File: config.mk
export PLATFORM = sky130hd
export DESIGN_NAME = serial_frame_tx
export DESIGN_NICKNAME = d
export VERILOG_FILES = /design/src/rtl/serial_frame_tx.sv
export SDC_FILE = /design/constraint.sdc
export NUM_CORES = 1
export LEC_CHECK = 0
export CAP_MARGIN = 15
export CORE_MARGIN = 2
export CORE_UTILIZATION = 50
export DETAILED_ROUTE_END_ITERATION = 16
export PLACE_DENSITY = 0.73
export SETUP_SLACK_MARGIN = 0.1
export SLEW_MARGIN = 20
export SYNTH_ARGS = -nofsm -noshare
export SYNTH_HDL_FRONTEND = slang
export SYNTH_SLANG_ARGS = --single-unit
File: constraint.sdc
create_clock -name CLK -period 2.1 [get_ports CLK]
set_input_delay 0.315 -clock CLK [delete_from_list [all_inputs] [get_ports CLK]]
set_output_delay 0.315 -clock CLK [all_outputs]
set_load 0.03 [all_outputs]
File: src/rtl/serial_frame_tx.sv
// Framed serial transmitter: start, data LSB first, optional parity, stop.
// One word per valid/ready handshake; every output is a flop.
module serial_frame_tx #(
  parameter int DATA_W       = 8,
  parameter int CLKS_PER_BIT = 4,
  parameter int PARITY_EN    = 1,
  parameter int PARITY_ODD   = 0
) (
  input  logic              CLK,
  input  logic              RST,
  input  logic [DATA_W-1:0] DIN,
  input  logic              DIN_VALID,
  output logic              DIN_READY,
  output logic              TX_OUT,
  output logic              BUSY,
  output logic              DONE
);

  localparam int CW = (CLKS_PER_BIT > 1) ? $clog2(CLKS_PER_BIT) : 1;
  localparam int IW = (DATA_W > 1) ? $clog2(DATA_W) : 1;
  localparam logic [CW-1:0] CNT_LAST = CW'(CLKS_PER_BIT - 1);
  localparam logic [IW-1:0] IDX_LAST = IW'(DATA_W - 1);
  localparam bit HAS_PAR = (PARITY_EN != 0);
  localparam bit ODD     = (PARITY_ODD != 0);

  typedef enum logic [2:0] {
    IDLE,
    START,
    DATA,
    PARITY,
    STOP
  } state_t;

  state_t            state_q, state_d;
  logic [CW-1:0]     cnt_q, cnt_d;
  logic [IW-1:0]     idx_q, idx_d;
  logic [DATA_W-1:0] sh_q, sh_d;
  logic              par_q, par_d;
  logic              tx_q, tx_d;
  logic              rdy_q, rdy_d;
  logic              busy_q, busy_d;
  logic              done_q, done_d;
  logic              bit_end;
  logic              accept;

  assign bit_end = (cnt_q == CNT_LAST);
  assign accept  = DIN_VALID & rdy_q;

  always_ff @(posedge CLK or negedge RST) begin
    if (!RST) begin
      state_q <= IDLE;
      cnt_q   <= '0;
      idx_q   <= '0;
      sh_q    <= '0;
      par_q   <= 1'b0;
      tx_q    <= 1'b1;
      rdy_q   <= 1'b0;
      busy_q  <= 1'b0;
      done_q  <= 1'b0;
    end else begin
      state_q <= state_d;
      cnt_q   <= cnt_d;
      idx_q   <= idx_d;
      sh_q    <= sh_d;
      par_q   <= par_d;
      tx_q    <= tx_d;
      rdy_q   <= rdy_d;
      busy_q  <= busy_d;
      done_q  <= done_d;
    end
  end

  always_comb begin
    state_d = state_q;
    cnt_d   = bit_end ? '0 : cnt_q + CW'(1);
    idx_d   = idx_q;
    sh_d    = sh_q;
    par_d   = par_q;
    tx_d    = tx_q;
    rdy_d   = rdy_q;
    busy_d  = busy_q;
    done_d  = 1'b0;
    case (state_q)
      IDLE: begin
        cnt_d  = '0;
        idx_d  = '0;
        tx_d   = 1'b1;
        busy_d = 1'b0;
        rdy_d  = 1'b1;
        if (accept) begin
          sh_d    = DIN;
          par_d   = (^DIN) ^ ODD;
          state_d = START;
          tx_d    = 1'b0;
          busy_d  = 1'b1;
          rdy_d   = 1'b0;
        end
      end
      START: begin
        if (bit_end) begin
          state_d = DATA;
          tx_d    = sh_q[0];
          sh_d    = sh_q >> 1;
          idx_d   = '0;
        end
      end
      DATA: begin
        if (bit_end) begin
          if (idx_q == IDX_LAST) begin
            if (HAS_PAR) begin
              state_d = PARITY;
              tx_d    = par_q;
            end else begin
              state_d = STOP;
              tx_d    = 1'b1;
            end
          end else begin
            tx_d  = sh_q[0];
            sh_d  = sh_q >> 1;
            idx_d = idx_q + IW'(1);
          end
        end
      end
      PARITY: begin
        if (bit_end) begin
          state_d = STOP;
          tx_d    = 1'b1;
        end
      end
      STOP: begin
        if (bit_end) begin
          state_d = IDLE;
          tx_d    = 1'b1;
          busy_d  = 1'b0;
          done_d  = 1'b1;
          rdy_d   = 1'b1;
        end
      end
      default: begin
        // Corrupted encoding: park on an idle line.
        state_d = IDLE;
        cnt_d   = '0;
        tx_d    = 1'b1;
        busy_d  = 1'b0;
        rdy_d   = 1'b0;
      end
    endcase
  end

  assign DIN_READY = rdy_q;
  assign TX_OUT    = tx_q;
  assign BUSY      = busy_q;
  assign DONE      = done_q;

endmodule
# After elaboration in Yosys (flattened, before gate mapping)
# Index checks and enable logic that the tools add are counted.
[totals]
reg_bits = 21
latchBits = 0
mem_bits_rw = 0
rom_bits = 0
input_bits = 11
out_inout_bits = 4
wordCells = 68
mem_count = 0
[classes]
n_addsub = 2
n_mul = 0
n_div = 0
magnitude_cmp = 0
eq_ne = 14
n_shift = 0
muxes = 29
bitwise_logic = 2
reduce_logical = 12
[ops]
columns = ["operator", "n"]
rows = [
  ["8-bit two-way mux", 4],
  ["3-bit two-way mux", 8],
  ["8-bit one-hot mux with 3 select lines", 1],
  ["3-bit one-hot mux with 5 select lines", 1],
  ["2-bit != test (second input constant)", 7],
  ["1-bit two-way mux", 9],
  ["3-bit one-hot mux with 3 select lines", 1],
  ["8-bit parity", 1],
  ["3-bit by 2-bit == test with 1-bit output (second input constant)", 2],
  ["3-bit == test (second input constant)", 2],
  ["1-bit one-hot mux with 3 select lines", 2],
  ["6-bit AND reduction", 1],
  ["5-bit AND reduction", 1],
  ["2-bit two-way mux", 2],
  ["1-bit one-hot mux with 4 select lines", 1],
  ["2-bit AND reduction", 2],
  ["4-bit AND reduction", 1],
  ["4-bit OR reduction", 1],
  ["3-bit by 1-bit adder with 3-bit output (second input constant)", 1],
  ["3-bit by 1-bit == test with 1-bit output (second input constant)", 1],
  ["3-bit logical NOT", 1],
  ["3-bit AND reduction", 1],
  ["3-bit nonzero test", 1],
  ["3-bit OR reduction", 1],
  ["other kinds (6)", 6],
]

# Longest topological paths before layout
# Gate-level depths: netlist of run 1.
[depth]
ltp_word = 4
depth_mapped = 6
depth_no_buf = 6

# Least setup slack after synthesis of run 1
# No wires, ideal clock.
[synth_path]
path_type = "register -> register"
startpoint = "reg idx_q[0]"
endpoint = "reg sh_q[0]"
setup_ps = 125
arrival_ps = 1679
required_ps = 1975
slack_ps = 296
path_stages_with_launch = 7
path_buffers = 0
synth_period_minus_slack_ps = 1804
path_cell_list = "dfrtp_1 > ha_1 > ha_1 > nand2b_1 > a21o_1 > a21oi_4 > mux2_2"
[synth_between]
elab_chain_len = 3
[synth_lines]
columns = ["item", "line_no", "text"]
rows = [
  ["start: declaration", "36", "logic [IW-1:0] idx_q, idx_d;"],
  ["start signal: assignment", "63", "idx_q <= idx_d;"],
  ["3-bit == test", "109", "if (idx_q == IDX_LAST) begin"],
  ["2-bit != test (no source line)", "n/a", ""],
  ["5-bit AND reduction (no source line)", "n/a", ""],
  ["end signal: assignment", "54", "sh_q <= '0;"],
  ["end signal: assignment", "64", "sh_q <= sh_d;"],
  ["end: declaration", "37", "logic [DATA_W-1:0] sh_q, sh_d;"],
]
# No other way between the ends.
# A chain may end at the register's enable or synchronous reset.

# Final worst setup path of run 1
[layout_path]
startpoint = "reg idx_q[0]"
endpoint = "reg sh_q[2]"
# The elaborated chain is that of the path after synthesis.

==> metrics.md, run 1 <==
| Metric | Value |
|---|---|
| Final Util | `around 63%` |
| CTS Root Cell | `clkbuf_4` |
| DR WL/cell | `14.0 µm` |
| Post-route non-filler standard cell count | `~150` |
| Max Cap Viol | `0` |
| Yosys warning count | `0` |
| CP arrival | `roughly 2.2 ns` |
| Final period util | `92.8%` |
| Req. time, crit path | `around 2.3 ns` |
| Die Width | `roughly 52 µm` |
| Tmin final | `between 1.5 and 2 ns` |
| Synthesized area per cell | `11.6 µm²` |
| Cell variety after synth | `25` |
| Gpl congestion | `between 0.8 and 0.9` |
| Max clock buf depth | `2` |
| Pre-CTS setup slack | `0.113 ns` |
| Final worst slack | `0.152 ns` |
| CTS tree | `done` |
| Pin count of the biggest net entering global routing | `14` |
| Sequential fraction of the synthesis area | `between 40% and 50%` |
| Multi-input logic area | `617 µm²` |
| Port Buffers | `14` |
| Leakage | `slightly above 0.0006 µW` |
| Post-synth top flop | `dfrtp_1` |
| Post-Syn Nets | `114` |
| Max Clk Rate | `just over 0.5 GHz` |
| Worst setup EP type | `flip-flop` |
| # hold bufs at CTS | `0` |
| WS Path Type | `flip-flop to flip-flop` |
| Clock sinks | `21` |
| Initial Util | `around 52%` |
| Die area | `2720 µm²` |
| Drt via density | `about 5.4` |
| # rows | `17` |
| Num CTS Buffers | `3` |
| First DRT Iteration DRCs | `10` |
| Die height | `52.2 µm` |
| Outcome | `complete, no violations` |
| FFs w/ async S/R, synth | `100%` |
| Antenna Cells | `0` |
| Num ports | `15` |
| Peak VDD IR | `a little over 0.0008 V` |
| Initial antenna violation count | `0` |
| Startpoint types | `flip-flop` |
| Final setup viols | `0` |
| Layout Skew | `between 0.001 and 0.0015 ns` |
| Slew @ Worst Pin | `between 0.4 and 0.5 ns` |
| HP Class | `input port to asynchronous set/reset pin` |
| Reg2Reg Depth | `7` |
| Synth Cell Area | `about 1200 µm²` |
| Fillers | `between 150 and 200` |
| Share of layout cells above drive strength 1 | `roughly 28%` |
| Yosys reg bits | `21` |
| Hold_ws | `about 0.29 ns` |
| Gate Count Post-Synth | `100` |
| RSZ-0062 raised after global routing | `false` |
| Routed WL | `roughly 2000 µm` |
| Number of synthesized flops with an enable pin | `0` |
| Setup_tns | `0 ns` |
| Register area | `527 µm²` |
| Latest clock arrival within the worst-skew pair | `0.30 ns` |
| Slew headroom | `around two thirds` |
| 1st-pass router iterations | `4` |
| Final max-slew violation count | `0` |
| Grt total ovfl | `0` |
| Routed Antenna Nets | `0` |
| Pwr Density | `1510 nW/µm²` |
| Hold Vio Cnt, Final | `0` |
| First-pass GRT wire length | `between 3000 and 4000 µm` |
| Commonest non-fill, non-tap cell in the layout | `dfrtp_1` |
| Placed cells | `between 100 and 150` |
| Max FO, Critical Path | `7` |
| Total core area | `~2200 µm²` |
| Vias in the first global route | `779` |
| H-tree depth | `1` |
| Most frequent cells in the layout | `dfrtp_1, clkdlybuf4s50_1, mux2_2` |
| Nets | `between 100 and 150` |
| Clock slew at reported path FFs | `roughly 0.11 ns` |
| Via count | `between 700 and 800` |
| DP Wirelength | `1500 µm` |
| DRC | `0` |
| GRT Total Usage | `between 10% and 20%` |
| Layout Area Growth over Synthesis | `20.5%` |
==> cell families after synthesis <==
logic type,count (synthesis),synth area share [%]
AND/OR/NAND/NOR,23,10.5
XOR/XNOR,9,7.44
buffers and inverters,9,3.88
flip-flops,21,45.4
AO/OA/AOI/OAI,16,11.2
adder cells (fa/ha/maj),3,3.23
multiplexers,19,18.4
==> sequential cells by signal, indices dropped and copies added (netlist names) <==
name       count
idx_q          3
cnt_q          2
BUSY           1
DONE           1
sh_q           8
DIN_READY      1
state_q        3
par_q          1
TX_OUT         1
==> cell usage after synthesis, types with 3 or more instances <==
cell type / n / area share, %
nand2_1: 3 / 0.97
inv_1: 5 / 1.6
nor2_1: 11 / 3.6
mux2_2: 19 / 18
xnor2_1: 8 / 6.0
a21oi_1: 4 / 1.7
ha_1: 3 / 3.2
a21o_1: 3 / 1.9
buf_2: 3 / 1.3
dfrtp_1: 20 / 43
==> stage by stage <==
step / power [µW] / instance area (µm²)
after CTS: 1980 / 1350
after detailed placement: 1780 / 1330
after global placement: 1730 / 1330
after global routing: 2270 / 1400
after floorplan: 1570 / 1160
final: 2120 / 1400
==> power breakdown <==
part / total [µW] / internal, µW / leakage [µW] / switching [µW]
logic: 1190 / 685 / 0.000343 / 507
clock network: 193 / 74.1 / 0.0000150 / 119
registers: 731 / 585 / 0.000257 / 147
total: 2120 / 1340 / 0.000615 / 773
==> critical path, cell delays in order, from the launching register on <==
cell,delay (ns)
dfrtp_1,0.42
ha_2,0.20
ha_2,0.19
nand2b_1,0.15
a21o_1,0.19
a21oi_4,0.21
buf_12,0.16
mux2_2,0.32
==> routing by layer <==
layer | routed length [µm] | GRT usage (%)
met5 | 0 | 0
met4 | 25 | 8.12
met3 | 92 | 6.00
met2 | 1030 | 31.0
met1 | 880 | 20.0
==> timing repair <==
action                     4_1_cts  5_1_grt
hold endpoints to repair         0        0
resized for setup                0        8
setup endpoints to repair        1        8
pin swaps                        0        2
gates cloned                     0        0
buffers inserted                 0        1
==> final cells by class <==
| type | instances | area share [%] |
|---|---|---|
| clock buffers | 4 | 1.88 |
| inverters | 5 | 1.34 |
| flip-flops and latches | 21 | 37.7 |
| repair buffers | 17 | 12.5 |
| well taps | 28 | 2.50 |
| multi-input cells | 70 | 44.1 |
==> worst paths after layout <==
kind,startpoint,to,slack [ns]
max,idx_q[0],sh_q[2],0.15
min,RST,cnt_q[1],0.29
max reg2reg,idx_q[0],sh_q[2],0.15
min reg2reg,cnt_q[0],cnt_q[0],0.45
max in group asynchronous,RST,TX_OUT,1.22
min in group CLK,cnt_q[0],cnt_q[0],0.45
No activity file was read; power rests on OpenSTA's default activity.
==> run 2: changes to the inputs <==
--- a/config.mk
+++ b/config.mk
@@ -5,7 +5,7 @@
 export SDC_FILE = /design/constraint.sdc
 export NUM_CORES = 1
 export LEC_CHECK = 0
-export CAP_MARGIN = 15
+export CAP_MARGIN = 20
 export CORE_MARGIN = 2
 export CORE_UTILIZATION = 50
 export DETAILED_ROUTE_END_ITERATION = 16
==> results of run 2 <==
No change in the layout: final DEF, timing and power equal those of run 1.
==> run 3: changes to the inputs <==
--- a/config.mk
+++ b/config.mk
@@ -5,7 +5,6 @@
 export SDC_FILE = /design/constraint.sdc
 export NUM_CORES = 1
 export LEC_CHECK = 0
-export CAP_MARGIN = 20
 export CORE_MARGIN = 2
 export CORE_UTILIZATION = 50
 export DETAILED_ROUTE_END_ITERATION = 16
==> results of run 3 <==
No change in the layout: final DEF, timing and power equal those of run 1.
